===== src/rtl/mmio_uart_tx.sv =====
// Memory-mapped 8N1 UART transmitter: bus decode, byte FIFO with sticky
// overflow, and a serializer that drains the FIFO back-to-back onto tx.
module mmio_uart_tx #(
  parameter int          CLKS_PER_BIT = 434,
  parameter int          FIFO_DEPTH   = 4,
  parameter logic [31:0] DATA_ADDR    = 32'hFFFF8004,
  parameter logic [31:0] STATUS_ADDR  = 32'hFFFF8000
) (
  input  logic        clk,
  input  logic        reset,
  input  logic [31:0] address,
  input  logic [31:0] write_data,
  input  logic        mem_write,
  input  logic        mem_read,
  output logic [31:0] read_data,
  output logic        hit,
  output logic        tx
);
  localparam int PTR_W  = $clog2(FIFO_DEPTH);
  localparam int CNT_W  = $clog2(FIFO_DEPTH + 1);
  localparam int BAUD_W = (CLKS_PER_BIT > 1) ? $clog2(CLKS_PER_BIT) : 1;
  localparam logic [BAUD_W-1:0] BAUD_LAST = BAUD_W'(CLKS_PER_BIT - 1);
  localparam logic [CNT_W-1:0]  CNT_FULL  = CNT_W'(FIFO_DEPTH);
  localparam logic [PTR_W-1:0]  PTR_LAST  = PTR_W'(FIFO_DEPTH - 1);

  typedef enum logic [1:0] {IDLE, START, DATA, STOP} state_t;

  state_t             state;
  logic [BAUD_W-1:0]  baud;
  logic [2:0]         bit_idx;
  logic [7:0]         shift;

  logic [7:0]         fifo [FIFO_DEPTH];
  logic [PTR_W-1:0]   rd_ptr, wr_ptr;
  logic [CNT_W-1:0]   count;
  logic               overflow;

  logic sel_data, sel_status, full, empty, baud_done;
  logic pop, push_req, push, drop, status_rd;
  logic [31:0] status;
  logic unused_bits;

  assign sel_data   = (address == DATA_ADDR);
  assign sel_status = (address == STATUS_ADDR);
  assign hit        = sel_data | sel_status;

  assign full      = (count == CNT_FULL);
  assign empty     = (count == '0);
  assign baud_done = (baud == BAUD_LAST);

  // A pop happens only when a new frame is entered, from IDLE or from the
  // last stop-bit cycle, so consecutive frames have no idle gap.
  assign pop       = !empty && ((state == IDLE) || ((state == STOP) && baud_done));
  assign push_req  = mem_write && sel_data;
  assign push      = push_req && (!full || pop);
  assign drop      = push_req && full && !pop;
  assign status_rd = mem_read && sel_status;

  assign status    = {24'b0, 4'(count), overflow, (state != IDLE), empty, full};
  assign read_data = status_rd ? status : 32'b0;

  assign unused_bits = ^write_data[31:8];

  // Storage needs no reset; validity is tracked by count.
  always_ff @(posedge clk) begin
    if (push) fifo[wr_ptr] <= write_data[7:0];
  end

  always_ff @(posedge clk or posedge reset) begin
    if (reset) begin
      rd_ptr   <= '0;
      wr_ptr   <= '0;
      count    <= '0;
      overflow <= 1'b0;
    end else begin
      if (push) wr_ptr <= (wr_ptr == PTR_LAST) ? '0 : wr_ptr + PTR_W'(1);
      if (pop)  rd_ptr <= (rd_ptr == PTR_LAST) ? '0 : rd_ptr + PTR_W'(1);
      count <= count + CNT_W'(push) - CNT_W'(pop);
      // A drop on the same edge as a status read keeps the flag set.
      if (drop)           overflow <= 1'b1;
      else if (status_rd) overflow <= 1'b0;
    end
  end

  always_ff @(posedge clk or posedge reset) begin
    if (reset) begin
      state   <= IDLE;
      tx      <= 1'b1;
      baud    <= '0;
      bit_idx <= '0;
      shift   <= '0;
    end else begin
      case (state)
        IDLE: begin
          tx   <= 1'b1;
          baud <= '0;
          if (pop) begin
            shift   <= fifo[rd_ptr];
            bit_idx <= '0;
            tx      <= 1'b0;
            state   <= START;
          end
        end
        START: begin
          if (baud_done) begin
            baud  <= '0;
            tx    <= shift[0];
            state <= DATA;
          end else begin
            baud <= baud + BAUD_W'(1);
          end
        end
        DATA: begin
          if (baud_done) begin
            baud <= '0;
            if (bit_idx == 3'd7) begin
              tx    <= 1'b1;
              state <= STOP;
            end else begin
              shift   <= shift >> 1;
              tx      <= shift[1];
              bit_idx <= bit_idx + 3'd1;
            end
          end else begin
            baud <= baud + BAUD_W'(1);
          end
        end
        STOP: begin
          if (baud_done) begin
            baud <= '0;
            if (pop) begin
              shift   <= fifo[rd_ptr];
              bit_idx <= '0;
              tx      <= 1'b0;
              state   <= START;
            end else begin
              tx    <= 1'b1;
              state <= IDLE;
            end
          end else begin
            baud <= baud + BAUD_W'(1);
          end
        end
        default: begin
          tx    <= 1'b1;
          baud  <= '0;
          state <= IDLE;
        end
      endcase
    end
  end
endmodule


===== config.mk =====
export PLATFORM = sky130hd
export DESIGN_NAME = mmio_uart_tx
export DESIGN_NICKNAME = d
export VERILOG_FILES = /design/src/rtl/mmio_uart_tx.sv
export SDC_FILE = /design/constraint.sdc
export NUM_CORES = 1
export LEC_CHECK = 0
export ABC_CLOCK_PERIOD_IN_PS = 8550
export CAP_MARGIN = 20
export CORE_MARGIN = 4
export CORE_UTILIZATION = 34
export CTS_CLUSTER_DIAMETER = 30
export CTS_CLUSTER_SIZE = 30
export DETAILED_ROUTE_END_ITERATION = 10
export PLACE_DENSITY_LB_ADDON = 0.3
export SYNTH_ARGS = -nofsm -noshare
export SYNTH_HDL_FRONTEND = slang
export SYNTH_SLANG_ARGS = --single-unit

===== constraint.sdc =====
create_clock -name clk -period 8.55 [get_ports clk]
set_clock_uncertainty 0.2 [all_clocks]
set_input_delay 1.2825 -clock clk [delete_from_list [all_inputs] [get_ports clk]]
set_output_delay 1.2825 -clock clk [all_outputs]
set_load 0.01 [all_outputs]

==> run_results.csv <==
group,metric,value,unit
finish,final_cell_mix,"52 x clkdlybuf4s50_1, 32 x edfxtp_1, 30 x dfrtp_1",
worst_setup_path,setup.worst_path.end_class,"output port",
worst_hold_path,min_path_type,"flop to flop",
sta,setup-tns-final,0,ps
detailed_routing,drtIter0Drc,66,
global_routing,grt_pass1_vias,2009,
detailed_routing,viasPerCell,4.507,
cts,clock_latency,340,ps
detailed_routing,drcViolationCount,0,
finish,nNetsFinal,390,
power_and_ir_drop,cellPowerDensity,152.0,mW/mm^2
cts,ctsLongestPathBuffers,2,
cts,cts_tree,"done",
sta,grt_setup_unrepaired,"no",
placement,gp_congestion,0.7122,
flow_run,max-cap-violations,0,
global_routing,track_usage,11.32,%
finish,final_util,43.45,%
finish,n_antenna_cell,0,
die,ios,102,
finish,drive_above_1_share,17.04,%
worst_setup_path,path_cells,"clkdlybuf4s50_1 -> nor4b_1 -> nand4_1 -> or4_4 -> nor2_1 -> clkdlybuf4s50_1",
worst_setup_path,worst_setup_path_start_kind,"primary input",
synth,syn_avg_cell_area,13.15,sq um
synth,yosys_warnings,0,
finish,finalInstanceArea,0.004034,sq mm
worst_setup_path,cp.required,7070,ps
cts,path_clk_slew,70,ps
cts,cts-hold-fix-buffers,0,
placement,numPortBuffers,52,
worst_setup_path,arrival,3580,ps
sta,whs,311.8,ps
global_routing,grt_pass1_wl,9.991,mm
synth,async_flop_share,49.21,%
placement,dp_hpwl,4.384,mm
synth,synthDistinctLibCells,47,
synth,seq_area_frac_synth,53.51,%
cts,postCtsResizedCells,0,
finish,nFillCells,877,
cts,ctsHtreeMaxLevel,3,
cts,cts_buffers,9,
synth,synth_ff_type,"edfxtp_1",
worst_setup_path,worst_path_max_delay_cell,"or4_4",
die,initial_core_util,34.99,%
cts,post_cts_buffers,0,
sta,max_freq,197.7,MHz
sta,hold_violations,0,
worst_setup_path,cp_max_fo,5,
power_and_ir_drop,p_leak,1.543,nW
finish,layout_commonest_cell,"clkdlybuf4s50_1",
detailed_routing,ant_nets,0,
die,die-width,105.7,um
cts,clkSinkCount,63,
status,status,"complete, no violations",
synth,syn_inst,247,
cts,root_buffer,"clkbuf_8",
worst_setup_path,worstSetupPathType,"primary input to output port",
sta,maxSlewViolCount,0,
synth,synth_area,0.003248,sq mm
finish,area.growth.synth_to_final,24.19,%
detailed_routing,wl,6.069,mm
synth,synth-seq-cells,63,
global_routing,grt_max_degree,32,
sta,setup_viol,0,
sta,min_period,5059,ps
die,core,0.009284,sq mm
global_routing,antenna_found_initial,0,
sta,finalCritPeriodShare,59.17,%
die,dieHeight,105.7,um
worst_setup_path,cpPeakStageDelay,590,ps
detailed_routing,vias,1983,
worst_setup_path,crit_top_cell,"clkdlybuf4s50_1",
global_routing,grt-ovfl-total,0,
placement,place_area,0.003830,sq mm
sta,slew_headroom,36.86,%
sta,worstMarginPinSlew,944.2,ps
die,dieArea,0.01118,sq mm
detailed_routing,wl_per_cell,13.79,um
power_and_ir_drop,max-vdd-ir-drop,151.2,uV
die,row_count,35,
synth,synth_edf_count,32,
detailed_routing,first_pass_iters,4,
==> metrics by stage <==
| step | instances | setup WS (ps) | power (mW) |
|---|---|---|---|
| 3_5_place_dp | 424 | 3443 | 0.3559 |
| 3_3_place_gp | 423 | 3442 | 0.3554 |
| 5_1_grt | 440 | 3205 | 0.6382 |
| 2_1_floorplan | 271 | 4491 | 0.3419 |
| 6_report | 440 | 3491 | 0.6130 |
| 4_1_cts | 440 | 3437 | 0.6226 |
==> worst paths after layout <==
kind | from | end | slack (ps) | cells past startpoint
worst max-delay path | address[13] | read_data[0] | 3490 | 6
worst min-delay path | overflow$_DFFE_PP0P_ | overflow$_DFFE_PP0P_ | 310 | 1
worst max register to register | baud[1]$_DFF_PP0_ | count[2]$_DFF_PP0_ | 5340 | 10
worst min register to register | overflow$_DFFE_PP0P_ | overflow$_DFFE_PP0P_ | 310 | 1
max in group asynchronous | reset | tx$_DFFE_PP1P_ | 6680 | 3
min in group asynchronous | reset | wr_ptr[1]$_DFFE_PP0P_ | 1130 | 3
==> area by class of cell <==
cell class	instances	area [sq um]	share of cell area [%]
timing repair buffer	54	539.3	13.37
multi-input combinational	165	1343	33.28
clock buffer	9	123.9	3.071
clock inverter	7	80.08	1.985
tap	129	161.4	4.001
sequential	63	1738	43.08
inverter	13	48.80	1.210
==> report_power, final <==
group          total (mW)  leakage (nW)  switching (mW)  internal [mW]
Clock               0.263        0.0964           0.126          0.137
Combinational      0.0308         0.784          0.0127         0.0180
Sequential          0.319         0.663   0.00000000578          0.319
Total               0.613          1.54           0.139          0.474
==> synth_stat cells (3+ instances only) <==
cell	number	area share, %
nor2_1	15	1.7
o21ai_0	3	0.46
xnor2_1	5	1.3
and2_1	8	1.5
a21oi_1	4	0.62
buf_4	25	5.8
mux2_2	21	7.3
nor4_1	5	0.96
nor2b_1	3	0.58
clkbuf_1	3	0.35
dfrtp_1	30	23
edfxtp_1	32	30
ha_1	15	5.8
nand4_1	5	0.96
inv_1	13	1.5
nor3_1	6	0.92
mux4_2	8	5.5
nand3_1	4	0.62
nand2_1	6	0.69
==> sequential cells by signal (all words and copies together) (netlist names) <==
| register | count |
|---|---|
| fifo | 32 |
| baud | 9 |
| shift | 8 |
| bit_idx | 3 |
| count | 3 |
| rd_ptr | 2 |
| state | 2 |
| wr_ptr | 2 |
| overflow | 1 |
| tx | 1 |
==> worst max-delay path: cells and delay by family <==
kind,cells,cell delay [ps]
simple gates,4,1340
buf+inv,2,960
==> cells by family after synthesis <==
family,synth area share (%)
compound gates,4.430
xor+xnor,1.888
fa+ha+maj,6.394
flops,53.51
buf+inv,7.935
other cells,0.1155
simple gates,12.29
mux,13.44
==> metal layers <==
layer,track usage [%],wire length [um]
met1,13.46,2547
met5,0,0
met2,19.81,3233
met4,3.053,15
met3,3.491,272
Power figures use the tool's default switching activity.
